==> src/rtl/ex_mem_stage_if.sv <==
// Execute-stage bus: ID/EX operands and controls in, EX/MEM register contents out.
// The master drives the ID/EX side; the slave is the stage that owns the EX/MEM register.
interface ex_mem_stage_if #(
  parameter int DATA_W = 32,
  parameter int RA_W   = 5,
  parameter int OP_W   = 4
);
  logic              dataIn_valid;
  logic              dataIn_wE_BR;
  logic [OP_W-1:0]   dataIn_OP_alu;
  logic              dataIn_SEL_dmx;
  logic              dataIn_W_ram;
  logic              dataIn_R_ram;
  logic [DATA_W-1:0] dataIn_DR1;
  logic [DATA_W-1:0] dataIn_DR2;
  logic [RA_W-1:0]   waIn_BR;

  logic              dataOut_valid;
  logic              dataOut_wE_BR;
  logic              dataOut_SEL_dmx;
  logic              dataOut_W_ram;
  logic              dataOut_R_ram;
  logic [DATA_W-1:0] dataOut_ALU;
  logic [DATA_W-1:0] dataOut_ST;
  logic [RA_W-1:0]   waOut_BR;
  logic              zeroOut;

  modport master (
    output dataIn_valid, dataIn_wE_BR, dataIn_OP_alu, dataIn_SEL_dmx, dataIn_W_ram,
           dataIn_R_ram, dataIn_DR1, dataIn_DR2, waIn_BR,
    input  dataOut_valid, dataOut_wE_BR, dataOut_SEL_dmx, dataOut_W_ram, dataOut_R_ram,
           dataOut_ALU, dataOut_ST, waOut_BR, zeroOut
  );

  modport slave (
    input  dataIn_valid, dataIn_wE_BR, dataIn_OP_alu, dataIn_SEL_dmx, dataIn_W_ram,
           dataIn_R_ram, dataIn_DR1, dataIn_DR2, waIn_BR,
    output dataOut_valid, dataOut_wE_BR, dataOut_SEL_dmx, dataOut_W_ram, dataOut_R_ram,
           dataOut_ALU, dataOut_ST, waOut_BR, zeroOut
  );
endinterface

==> src/rtl/ex_mem_stage.sv <==
// ALU plus EX/MEM register, 1-cycle latency; no backpressure of its own, the
// hazard unit holds it with stall or empties it with flush (flush wins).
module ex_mem_stage #(
  parameter int DATA_W = 32,
  parameter int RA_W   = 5,
  parameter int OP_W   = 4
) (
  input  logic          clk,
  input  logic          rst,
  input  logic          stall,
  input  logic          flush,
  ex_mem_stage_if.slave bus
);
  localparam int SH_W = $clog2(DATA_W);

  localparam logic [OP_W-1:0] OP_AND = OP_W'(4'b0000);
  localparam logic [OP_W-1:0] OP_OR  = OP_W'(4'b0001);
  localparam logic [OP_W-1:0] OP_ADD = OP_W'(4'b0010);
  localparam logic [OP_W-1:0] OP_SUB = OP_W'(4'b0110);
  localparam logic [OP_W-1:0] OP_SLT = OP_W'(4'b0111);
  localparam logic [OP_W-1:0] OP_NOR = OP_W'(4'b1100);
  localparam logic [OP_W-1:0] OP_SLL = OP_W'(4'b1000);
  localparam logic [OP_W-1:0] OP_SRL = OP_W'(4'b1001);
  localparam logic [OP_W-1:0] OP_SRA = OP_W'(4'b1010);

  logic [DATA_W-1:0] opA;
  logic [DATA_W-1:0] opB;
  logic [SH_W-1:0]   shamt;
  logic [DATA_W-1:0] aluRes;

  logic              validQ;
  logic              wEQ;
  logic              selQ;
  logic              wrQ;
  logic              rdQ;
  logic [DATA_W-1:0] aluQ;
  logic [DATA_W-1:0] stQ;
  logic [RA_W-1:0]   waQ;
  logic              zeroQ;

  assign opA   = bus.dataIn_DR1;
  assign opB   = bus.dataIn_DR2;
  assign shamt = opB[SH_W-1:0];

  always_comb begin
    aluRes = '0;
    case (bus.dataIn_OP_alu)
      OP_AND:  aluRes = opA & opB;
      OP_OR:   aluRes = opA | opB;
      OP_ADD:  aluRes = opA + opB;
      OP_SUB:  aluRes = opA - opB;
      OP_SLT:  aluRes = {{(DATA_W-1){1'b0}}, ($signed(opA) < $signed(opB))};
      OP_NOR:  aluRes = ~(opA | opB);
      OP_SLL:  aluRes = opA << shamt;
      OP_SRL:  aluRes = opA >> shamt;
      OP_SRA:  aluRes = $signed(opA) >>> shamt;
      default: aluRes = '0;
    endcase
  end

  // A slot without a valid instruction still carries its data, but must not
  // trigger any register-file or RAM side effect downstream.
  always_ff @(posedge clk) begin
    if (rst || flush) begin
      validQ <= 1'b0;
      wEQ    <= 1'b0;
      selQ   <= 1'b0;
      wrQ    <= 1'b0;
      rdQ    <= 1'b0;
      aluQ   <= '0;
      stQ    <= '0;
      waQ    <= '0;
      zeroQ  <= 1'b0;
    end else if (!stall) begin
      validQ <= bus.dataIn_valid;
      wEQ    <= bus.dataIn_valid & bus.dataIn_wE_BR;
      selQ   <= bus.dataIn_valid & bus.dataIn_SEL_dmx;
      wrQ    <= bus.dataIn_valid & bus.dataIn_W_ram;
      rdQ    <= bus.dataIn_valid & bus.dataIn_R_ram;
      aluQ   <= aluRes;
      stQ    <= opB;
      waQ    <= bus.waIn_BR;
      zeroQ  <= (aluRes == '0);
    end
  end

  assign bus.dataOut_valid   = validQ;
  assign bus.dataOut_wE_BR   = wEQ;
  assign bus.dataOut_SEL_dmx = selQ;
  assign bus.dataOut_W_ram   = wrQ;
  assign bus.dataOut_R_ram   = rdQ;
  assign bus.dataOut_ALU     = aluQ;
  assign bus.dataOut_ST      = stQ;
  assign bus.waOut_BR        = waQ;
  assign bus.zeroOut         = zeroQ;
endmodule

==> src/flat_wrapper.sv <==
// flat-port wrapper written by rule: the top's interface ports become plain ports
module ex_mem_stage_flat 
#(
  parameter int DATA_W = 32,
  parameter int RA_W   = 5,
  parameter int OP_W   = 4
)
  (clk, rst, stall, flush, bus_dataIn_valid, bus_dataIn_wE_BR, bus_dataIn_OP_alu, bus_dataIn_SEL_dmx, bus_dataIn_W_ram, bus_dataIn_R_ram, bus_dataIn_DR1, bus_dataIn_DR2, bus_waIn_BR, bus_dataOut_valid, bus_dataOut_wE_BR, bus_dataOut_SEL_dmx, bus_dataOut_W_ram, bus_dataOut_R_ram, bus_dataOut_ALU, bus_dataOut_ST, bus_waOut_BR, bus_zeroOut);
  ex_mem_stage_if #(.DATA_W(DATA_W), .RA_W(RA_W), .OP_W(OP_W)) bus_i ();
  input  logic clk;
  input  logic rst;
  input  logic stall;
  input  logic flush;
  input wire logic [$bits(bus_i.dataIn_valid)-1:0] bus_dataIn_valid;
  input wire logic [$bits(bus_i.dataIn_wE_BR)-1:0] bus_dataIn_wE_BR;
  input wire logic [$bits(bus_i.dataIn_OP_alu)-1:0] bus_dataIn_OP_alu;
  input wire logic [$bits(bus_i.dataIn_SEL_dmx)-1:0] bus_dataIn_SEL_dmx;
  input wire logic [$bits(bus_i.dataIn_W_ram)-1:0] bus_dataIn_W_ram;
  input wire logic [$bits(bus_i.dataIn_R_ram)-1:0] bus_dataIn_R_ram;
  input wire logic [$bits(bus_i.dataIn_DR1)-1:0] bus_dataIn_DR1;
  input wire logic [$bits(bus_i.dataIn_DR2)-1:0] bus_dataIn_DR2;
  input wire logic [$bits(bus_i.waIn_BR)-1:0] bus_waIn_BR;
  output wire logic [$bits(bus_i.dataOut_valid)-1:0] bus_dataOut_valid;
  output wire logic [$bits(bus_i.dataOut_wE_BR)-1:0] bus_dataOut_wE_BR;
  output wire logic [$bits(bus_i.dataOut_SEL_dmx)-1:0] bus_dataOut_SEL_dmx;
  output wire logic [$bits(bus_i.dataOut_W_ram)-1:0] bus_dataOut_W_ram;
  output wire logic [$bits(bus_i.dataOut_R_ram)-1:0] bus_dataOut_R_ram;
  output wire logic [$bits(bus_i.dataOut_ALU)-1:0] bus_dataOut_ALU;
  output wire logic [$bits(bus_i.dataOut_ST)-1:0] bus_dataOut_ST;
  output wire logic [$bits(bus_i.waOut_BR)-1:0] bus_waOut_BR;
  output wire logic [$bits(bus_i.zeroOut)-1:0] bus_zeroOut;
  assign bus_i.dataIn_valid = bus_dataIn_valid;
  assign bus_i.dataIn_wE_BR = bus_dataIn_wE_BR;
  assign bus_i.dataIn_OP_alu = bus_dataIn_OP_alu;
  assign bus_i.dataIn_SEL_dmx = bus_dataIn_SEL_dmx;
  assign bus_i.dataIn_W_ram = bus_dataIn_W_ram;
  assign bus_i.dataIn_R_ram = bus_dataIn_R_ram;
  assign bus_i.dataIn_DR1 = bus_dataIn_DR1;
  assign bus_i.dataIn_DR2 = bus_dataIn_DR2;
  assign bus_i.waIn_BR = bus_waIn_BR;
  assign bus_dataOut_valid = bus_i.dataOut_valid;
  assign bus_dataOut_wE_BR = bus_i.dataOut_wE_BR;
  assign bus_dataOut_SEL_dmx = bus_i.dataOut_SEL_dmx;
  assign bus_dataOut_W_ram = bus_i.dataOut_W_ram;
  assign bus_dataOut_R_ram = bus_i.dataOut_R_ram;
  assign bus_dataOut_ALU = bus_i.dataOut_ALU;
  assign bus_dataOut_ST = bus_i.dataOut_ST;
  assign bus_waOut_BR = bus_i.waOut_BR;
  assign bus_zeroOut = bus_i.zeroOut;
  ex_mem_stage #(.DATA_W(DATA_W), .RA_W(RA_W), .OP_W(OP_W)) u_core (.clk(clk), .rst(rst), .stall(stall), .flush(flush), .bus(bus_i));
endmodule
==> config.mk <==
export PLATFORM = sky130hd
export DESIGN_NAME = ex_mem_stage_flat
export DESIGN_NICKNAME = d
export VERILOG_FILES = /design/src/rtl/ex_mem_stage_if.sv /design/src/rtl/ex_mem_stage.sv /design/src/flat_wrapper.sv
export SDC_FILE = /design/constraint.sdc
export NUM_CORES = 1
export LEC_CHECK = 0
export CAP_MARGIN = 0
export CELL_PAD_IN_SITES_DETAIL_PLACEMENT = 1
export CELL_PAD_IN_SITES_GLOBAL_PLACEMENT = 1
export CORE_ASPECT_RATIO = 1.2
export CORE_MARGIN = 5
export CORE_UTILIZATION = 47
export CTS_BUF_LIST = sky130_fd_sc_hd__clkbuf_2
export CTS_CLUSTER_SIZE = 10
export DETAILED_ROUTE_END_ITERATION = 7
export GPL_TIMING_DRIVEN = 0
export PLACE_DENSITY_LB_ADDON = 0.2
export RECOVER_POWER = 25
export SYNTH_ARGS = -nofsm -noshare
export SYNTH_HDL_FRONTEND = slang
export SYNTH_SLANG_ARGS = --single-unit
export TNS_END_PERCENT = 1
==> constraint.sdc <==
create_clock -name clk -period 10.5 [get_ports clk]
set_input_delay 1.05 -clock clk [delete_from_list [all_inputs] [get_ports clk]]
set_output_delay 1.05 -clock clk [all_outputs]
set_load 0.02 [all_outputs]
Yosys cells after proc, flatten, opt, wreduce, memory -nomap -nowiden
Index checks and enable logic that the tools add are counted.

Bits in registers: 75. Logic and storage cells: 34. Bits of input ports: 82.

Add/sub/neg operators: 2. Equal/unequal tests: 8. Multiplexer cells: 1. Reduce and logical (&&, ||, !) cells: 3. $lt $le $gt $ge: 1. Shift-type cells: 3. Bitwise logic cells: 7.

Operator list (count): one-hot mux 32 bit (9 select lines) (1); adder 32 bit (1); bitwise AND 32 bit (1); zero test 32 bit (1); < comparator 32 bit (1); inverter 32 bit (1); bitwise OR 32 bit (1); left shift 32 x 5 -> 32 bit (1); right shift 32 x 5 -> 32 bit (1); >>> shifter 32 x 5 -> 32 bit (1); subtractor 32 bit (1); equality test 4 bit, second input constant (4); equality test 4 x 3 -> 1 bit, second input constant (2); bitwise AND 1 bit (4); equality test 4 x 1 -> 1 bit, second input constant (1); equality test 4 x 2 -> 1 bit, second input constant (1); zero test 4 bit (1); logical OR 1 bit (1).

Depth between registers and ports, before layout
Gate-level depths: netlist of the first run.

Depth after elaboration: 4. Gate-level depth with buffers: 17. Depth with buffers taken out: 14.

Worst setup path after synthesis of the first run
No wires, ideal clock.

Path type: input to register. From: in bus_dataIn_DR2[2]. To: reg u_core.zeroQ (netlist: u_core.bus.zeroOut). Arrival: 4790 ps. Library setup time: 75 ps. Path slack: 5635 ps. Stages on the path: 17. Required time: 10425 ps. Cell sequence: buf_6 > buf_2 > clkinv_1 > clkbuf_1 > clkbuf_1 > ha_1 > o21bai_1 > o2111ai_1 > a21oi_1 > a22o_1 > or3_1 > a221oi_1 > o21ai_1 > or4_1 > nor4_1 > nand4_1 > o22ai_1.

Longest elaborated chain between the ends: 4.

Ends and longest elaborated chain: start, declared (line flat_wrapper.sv:21) `input wire logic [$bits(bus_i.dataIn_DR2)-1:0] bus_dataIn_DR2;`; branches (longest 2 deep; another with subtractor 32 bit); one-hot mux 32 bit (9 select lines) * (line ex_mem_stage.sv:47) `case (bus.dataIn_OP_alu)`; zero test 32 bit * (line ex_mem_stage.sv:83) `zeroQ <= (aluRes == '0);`; end signal, assigned (line ex_mem_stage.sv:83); end, declared (line ex_mem_stage.sv:39) `logic zeroQ;`.

Mark *: on every way between the ends. A chain may end at the register's enable or synchronous reset.

Worst setup path after layout of the first run
Same ends and word-level chain as after synthesis.

==> impl_metrics.yaml, run 1 <==
clocking:
  cts_tree: "done"
  max-clock-path-buffers: 2
  numCtsBuffers: 9
  h-tree-depth: 3
  cts-root-buf: "sky130_fd_sc_hd__clkbuf_2"
  clock_sink_count: 75
  post_cts_resize_count: 0
  worst_skew_pair.late_latency_ns: 0.66
  cts.repair_timing.setup_buffer_count: 0
  path_clk_slew_ns: 0.25
  cts_hold_repair.buffers: 0
sta:
  final_count_of_hold_timing_violations: 0
  timing.setup.tns_ns: 0
  max_freq_mhz: 133.7
  fraction_of_the_cycle_the_final_worst_path_needs_pct: 71.26
  timing.max_slew.rel_slack_pct: -11.18
  setup_skew_ns: 0
  final_period_minus_worst_setup_slack_ns: 7.482
  setup-violations-final: 0
  timing.hold.ws_ns: 0.4928
  rsz0062_at_grt: "false"
  final-max-slew-violation-count: 7
  worst-slew-pin-transition_ns: 1.655
global_routing:
  globalRouteTotalUtil_pct: 48.17
  number_of_global_route_vias_before_repair: 17650
  largest_net_degree_at_the_start_of_global_routing: 14
  globalRouteOverflowTotal: 0
  grt_pass1_wl_um: 115000
  grt_antenna_before_repair: 6
synth:
  synth_top_cells_by_area: "sky130_fd_sc_hd__dfxtp_1, sky130_fd_sc_hd__ha_1, sky130_fd_sc_hd__mux2i_1, sky130_fd_sc_hd__mux4_2, sky130_fd_sc_hd__nor2_1"
  post_synthesis_average_cell_area_um2: 7.575
  seq_area_frac_synth_pct: 11.26
  synth_top_cell_by_area: "sky130_fd_sc_hd__dfxtp_1"
  post_synth_most_frequent_cells: "sky130_fd_sc_hd__nor2_1, sky130_fd_sc_hd__nand2_1, sky130_fd_sc_hd__a21oi_1, sky130_fd_sc_hd__mux2i_1, sky130_fd_sc_hd__ha_1"
  synth_ff_type: "sky130_fd_sc_hd__dfxtp_1"
  synth_warnings: 0
  synth-edff-count: 0
  synth_top_area_share_pct: 11.26
  library_cell_with_the_highest_instance_count_after_synthesis: "sky130_fd_sc_hd__nor2_1"
  yosysUniqueCellTypes: 99
  count_of_state_elements_after_synthesis: 75
  async_flop_share_pct: 0
  syn-cell-area_um2: 13330
  synth_nets: 1942
  syn_inst: 1760
critical_path:
  critical_path.slowest_cell: "sky130_fd_sc_hd__a211oi_1"
  worst_setup_path_start_kind: "input port"
  cp.required_ns: 11.11
  timing.critical_path.to_type: "flip-flop"
  ff2ff_setup_slack_ns: 9.59
  worstSetupPathType: "in2reg"
  crit_path_max_fanout: 11
  endpoint_arrival_time_on_the_critical_path_ns: 8.10
  cpPeakStageDelay_ns: 0.69
  crit_path_frequent_cell: "sky130_fd_sc_hd__clkbuf_1"
  critical_path.cell_chain: "clkdlybuf4s50_1 -> buf_6 -> buf_2 -> clkinv_1 -> clkbuf_1 -> clkbuf_1 -> ha_1 -> o21ai_0 -> nor2_1 -> a32oi_1 -> nand2_1 -> a221oi_1 -> a2bb2oi_1 -> a211oi_1 -> nand4b_1 -> nor4_1 -> nand4_1 -> o22ai_1"
final_layout:
  syn_to_final_growth_pct: 16.47
  fin_nets: 2112
  layout-drive-gt1-share_pct: 8.682
  nFillCells: 3609
hold_path:
  type_of_the_worst_min_delay_path: "reg2reg"
drt:
  drtPass1Iterations: 8
  initialDrtViolationCount: 2795
  antenna_violating_nets_remaining: 0
  wirelength_um: 79470
  drc_errors: 1
  routed-via-count: 17520
  route.detailed.wl_per_inst_um: 34.30
  vias_per_std_cell: 7.561
power:
  cell_internal_pwr_mw: 0.6162
  worst_vdd_ir_uv: 74.70
  power.static_leakage_nw: 6.203
  switching_share_pct: 51.27
  p_seq_share_pct: 23.9
  clock_power_share_pct: 14.9
  p_switching_mw: 0.6484
  pwr_density_cell_nw_per_um2: 81.44
  combPwrFrac_pct: 61.2
floorplan:
  fp.dieArea_um2: 31850
  ioPinCount: 157
  placementRows: 67
  initial_utilization_pct: 47.62
  die_height_um: 194.5
  core_area_um2: 28000
  die_width_um: 163.8
placement:
  dpl.hpwl_um: 62250
  replace_congestion: 1.159
  port_buffers: 156
flow_run:
  maxCapViolations: 1
outcome:
  violations: "DRC, capacitance limit, slew limit"
  run_status: "finished with violations"
-- final cells by class --
cell class	instances	area, um2	area share (%)
multi-input cells	1425	10590	68.20
inverters	103	386.6	2.490
plain buffers	157	870.8	5.608
clock inverters	6	63.81	0.4109
well taps	379	474.2	3.054
diodes	3	7.507	0.04834
clock buffers	10	50.05	0.3223
flip-flops and latches	75	1501	9.669
repair buffers	159	1584	10.20
-- state kept, by name, indices dropped and copies added, names as in the netlist --
| signal | count |
|---|---|
| u_core.bus.dataOut_W_ram | 1 |
| u_core.bus.dataOut_SEL_dmx | 1 |
| u_core.bus.dataOut_R_ram | 1 |
| u_core.bus.dataOut_ALU | 32 |
| u_core.bus.dataOut_valid | 1 |
| u_core.bus.zeroOut | 1 |
| u_core.bus.waOut_BR | 5 |
| u_core.bus.dataOut_wE_BR | 1 |
| u_core.bus.dataOut_ST | 32 |
-- cells by family (layout without fill, tap and decap cells) --
logic type	count (synthesis)	count (layout)	share of synthesized area, %
AOI/OAI and AO/OA	549	549	28.74
buffers and inverters	260	435	9.459
DFF	75	75	11.26
other	0	3	0
adders and majority gates	100	100	9.497
xor gates and xnor gates	7	7	0.4598
and+or+nand+nor	584	584	20.81
muxes	185	185	19.77
-- layout by cell type, fill, tap and decap left out, drive strengths merged, types with 21 or more instances in the layout --
cell type,instances
nor3,50
mux2i,102
o211ai,22
buf,70
nand3,33
dlygate4sd3,21
nor4,24
mux4,54
a22oi,37
o22ai,34
inv,100
clkdlybuf4s50,135
mux2,29
clkbuf,99
o21ai,84
a211oi,29
dfxtp,75
nand2,148
nor2,198
ha,98
a21oi,111
-- metal layers --
metal  up-vias  global-route usage, %  wire length (um)  share of wire (%)
met2      1550                  72.10             33350                 42
met5         -                      0                35              0.044
met4         4                  40.80              9139                 11
met3       637                  18.52             10210                 13
met1      8331                  53.18             26740                 34
li1       6996                      -                 -                  -
-- worst max-delay path: cells and delay by family --
| family | cells | cell delay (ns) |
|---|---|---|
| AOI/OAI and AO/OA | 6 | 2.28 |
| adders and majority gates | 1 | 0.56 |
| buffers and inverters | 6 | 2.71 |
| and+or+nand+nor | 5 | 1.47 |
-- power by group through the flow --
stage | Combinational, mW | Clock [mW] | Sequential, mW
6_report | 0.774 | 0.189 | 0.302
5_1_grt | 0.792 | 0.200 | 0.303
4_1_cts | 0.725 | 0.189 | 0.302
3_5_place_dp | 0.720 | 0 | 0.307
3_3_place_gp | 0.702 | 0 | 0.306
2_1_floorplan | 0.427 | 0 | 0.319
-- final timing paths --
check                                         startpoint                                      to  cells past startpoint
setup / recovery                       bus_dataIn_DR2[2]         u_core.bus.zeroOut$_SDFFE_PP0N_                     18
hold / removal    u_core.bus.dataOut_ALU[9]$_SDFFE_PP0N_  u_core.bus.dataOut_ALU[9]$_SDFFE_PP0N_                      2
setup reg to reg  u_core.bus.dataOut_ALU[3]$_SDFFE_PP0N_  u_core.bus.dataOut_ALU[3]$_SDFFE_PP0N_                      2
hold reg to reg   u_core.bus.dataOut_ALU[9]$_SDFFE_PP0N_  u_core.bus.dataOut_ALU[9]$_SDFFE_PP0N_                      2
-- stage by stage --
step	utilization [%]	setup WS (ns)	power, mW	cell area [um2]	instances
global placement	54.89	2.637	1.009	15370	2295
global route	55.44	3.132	1.295	15520	2315
finish	55.46	3.018	1.265	15530	2317
CTS	55.44	3.282	1.215	15520	2314
detailed placement	55.04	2.573	1.027	15410	2298
floorplan	-	5.635	0.7451	13330	1760
(Power assumes the default switching activity.)
==> run 2, diff against run 1 <==
--- a/config.mk
+++ b/config.mk
@@ -10,7 +10,7 @@
 export CELL_PAD_IN_SITES_GLOBAL_PLACEMENT = 1
 export CORE_ASPECT_RATIO = 1.2
 export CORE_MARGIN = 5
-export CORE_UTILIZATION = 47
+export CORE_UTILIZATION = 44
 export CTS_BUF_LIST = sky130_fd_sc_hd__clkbuf_2
 export CTS_CLUSTER_SIZE = 10
 export DETAILED_ROUTE_END_ITERATION = 7
==> constraint.sdc (replaced) <==
create_clock -name clk -period 7.7 [get_ports clk]
set_input_delay 0.77 -clock clk [delete_from_list [all_inputs] [get_ports clk]]
set_output_delay 0.77 -clock clk [all_outputs]
set_load 0.02 [all_outputs]
==> run 2 against run 1 <==
Against the previous run:
- the flow now finishes without violations
- non-clock buffer count is the same
- die area rose by 6.4%
- power rose by 34%
- cell area about the same
- sequential power rose by 36%
- core utilization fell by 3.4 points
==> impl_metrics.yaml, run 2 (synthesis results as in run 1) <==
sta:
  max_freq_mhz: 130.6
  rsz0062_at_grt: "false"
  final-max-slew-violation-count: 0
  fraction_of_the_cycle_the_final_worst_path_needs_pct: 99.45
  setup_skew_ns: 0
  final_period_minus_worst_setup_slack_ns: 7.657
  setup-violations-final: 0
  timing.max_slew.rel_slack_pct: 4.502
  final_count_of_hold_timing_violations: 0
  worst-slew-pin-transition_ns: 1.396
power:
  combPwrFrac_pct: 62.5
  totalPowerFinal_mw: 1.699
  cell_internal_pwr_mw: 0.8041
  clock_power_share_pct: 13.3
  switching_share_pct: 52.68
  pwr_density_cell_nw_per_um2: 109.5
  p_seq_share_pct: 24.2
  power.static_leakage_nw: 6.203
  worst_vdd_ir_uv: 115.3
  p_switching_mw: 0.8953
critical_path:
  endpoint_arrival_time_on_the_critical_path_ns: 8.28
  cp.required_ns: 8.33
  timing.rr.start: "u_core.bus.dataOut_ALU[3]$_SDFFE_PP0N_"
  worstSetupPathType: "in2reg"
  timing.critical_path.to_type: "flip-flop"
  crit_start: "bus_dataIn_DR2[2]"
  worst_setup_path_start_kind: "input port"
  crit_path_max_fanout: 11
clocking:
  h-tree-depth: 3
  cts_tree: "done"
  numCtsBuffers: 9
  post_cts_resize_count: 0
  cts-root-buf: "sky130_fd_sc_hd__clkbuf_2"
  path_clk_slew_ns: 0.23
  max-clock-path-buffers: 2
  cts.repair_timing.setup_buffer_count: 0
  worst_skew_pair.late_latency_ns: 0.68
  cts_hold_repair.buffers: 0
  clock_sink_count: 75
global_routing:
  grt_antenna_before_repair: 1
  grt_pass1_wl_um: 117200
  number_of_global_route_vias_before_repair: 17300
  globalRouteOverflowTotal: 0
  largest_net_degree_at_the_start_of_global_routing: 14
  globalRouteTotalUtil_pct: 46.08
drt:
  antenna_violating_nets_remaining: 0
  routed-via-count: 17300
  wirelength_um: 81810
  drc_errors: 0
  initialDrtViolationCount: 2666
  route.detailed.wl_per_inst_um: 35.19
  vias_per_std_cell: 7.443
  drtPass1Iterations: 7
floorplan:
  die_height_um: 200.7
  placementRows: 69
  die_width_um: 168.9
  ioPinCount: 157
  fp.dieArea_um2: 33900
  initial_utilization_pct: 44.76
  core_area_um2: 29780
hold_path:
  type_of_the_worst_min_delay_path: "reg2reg"
  holdCritStartpoint: "u_core.bus.dataOut_ALU[8]$_SDFFE_PP0N_"
final_layout:
  fin_nets: 2112
  layout_commonest_cell: "sky130_fd_sc_hd__nor2_1"
  layout-drive-gt1-share_pct: 8.687
  layout.cells.most_common_list: "sky130_fd_sc_hd__nor2_1, sky130_fd_sc_hd__nand2_1, sky130_fd_sc_hd__clkdlybuf4s50_1"
  final_area_um2: 15510
  nFillCells: 3789
  syn_to_final_growth_pct: 16.36
placement:
  postPlaceCellArea_um2: 15430
  port_buffers: 156
  dpl.hpwl_um: 64930
  replace_congestion: 1.144
outcome:
  run_status: "finished clean"
flow_run:
  maxCapViolations: 0
==> run 2: cell types whose count changed in the layout (fill, tap and decap cells not counted), sizes merged <==
cell / delta
clkinvlp: +1
dlygate4sd3: +6
clkdlybuf4s50: -6
bufinv: -1
buf: -2
clkbuf: +1
diode: -2
==> run 2: power by group through the flow <==
stage               sequential (mW)  combinational, mW  clock, mW
floorplan                     0.434              0.582          0
global placement              0.418              0.980          0
detailed placement            0.419               1.00          0
CTS                           0.412               1.01      0.223
global route                  0.413               1.09      0.238
finish                        0.411               1.06      0.226
==> run 2: final cells by class <==
cell class	instances	area, um2	area share, %
tap	390	488.0	3.145
timing repair buffer	159	1584	10.21
inverter	103	386.6	2.492
clock inverter	6	41.29	0.2662
multi-input combinational	1425	10590	68.29
antenna	1	2.502	0.01613
buffer	157	870.8	5.613
sequential	75	1501	9.678
clock buffer	9	45.04	0.2903
==> run 2: worst max-delay path: stages <==
cell and delay, ns:
sky130_fd_sc_hd__clkdlybuf4s50_1 0.53, sky130_fd_sc_hd__buf_6 0.21, sky130_fd_sc_hd__buf_2 0.41, sky130_fd_sc_hd__clkinv_1 0.67, sky130_fd_sc_hd__clkbuf_1 0.59, sky130_fd_sc_hd__clkbuf_1 0.49
sky130_fd_sc_hd__ha_1 0.52, sky130_fd_sc_hd__nand2b_1 0.19, sky130_fd_sc_hd__a21o_1 0.20, sky130_fd_sc_hd__a311oi_1 0.16, sky130_fd_sc_hd__nor3_1 0.70, sky130_fd_sc_hd__nor2_1 0.16
sky130_fd_sc_hd__a221o_1 0.42, sky130_fd_sc_hd__a2111oi_0 1.20, sky130_fd_sc_hd__nand3b_1 0.17, sky130_fd_sc_hd__nor4_1 0.49, sky130_fd_sc_hd__nand4_1 0.16, sky130_fd_sc_hd__o22ai_1 0.19
==> run 2: metal layers <==
| layer | vias to the layer above | global-route usage [%] | share of wire (%) |
|---|---|---|---|
| li1 | 6996 | - | - |
| met1 | 8258 | 52.10 | 34 |
| met2 | 1492 | 71.98 | 44 |
| met3 | 558 | 13.39 | 11 |
| met4 | 0 | 36.50 | 11 |
| met5 | - | 0 | 0 |
==> run 2: path summary, 6_finish.rpt <==
path / cells past startpoint / slack (ns) / end
setup / recovery: 18 / 0.04 / u_core.bus.zeroOut$_SDFFE_PP0N_
hold / removal: 2 / 0.49 / u_core.bus.dataOut_ALU[8]$_SDFFE_PP0N_
setup reg to reg: 2 / 6.80 / u_core.bus.dataOut_ALU[3]$_SDFFE_PP0N_
hold reg to reg: 2 / 0.49 / u_core.bus.dataOut_ALU[8]$_SDFFE_PP0N_
==> run 2: per-stage QoR <==
stage               hold slack [ns]  TNS [ns]  utilization, %  worst slack, ns  cells
CTS                          0.4940         0           52.09           0.5385   2324
detailed placement           0.4620   -0.1716           51.80          -0.1716   2309
global placement             0.4555   -0.1439           51.64          -0.1439   2306
global route                 0.5196         0           52.09           0.1951   2325
floorplan                    0.5407         0               -            3.115   1760
finish                       0.4893         0           52.09          0.04259   2325
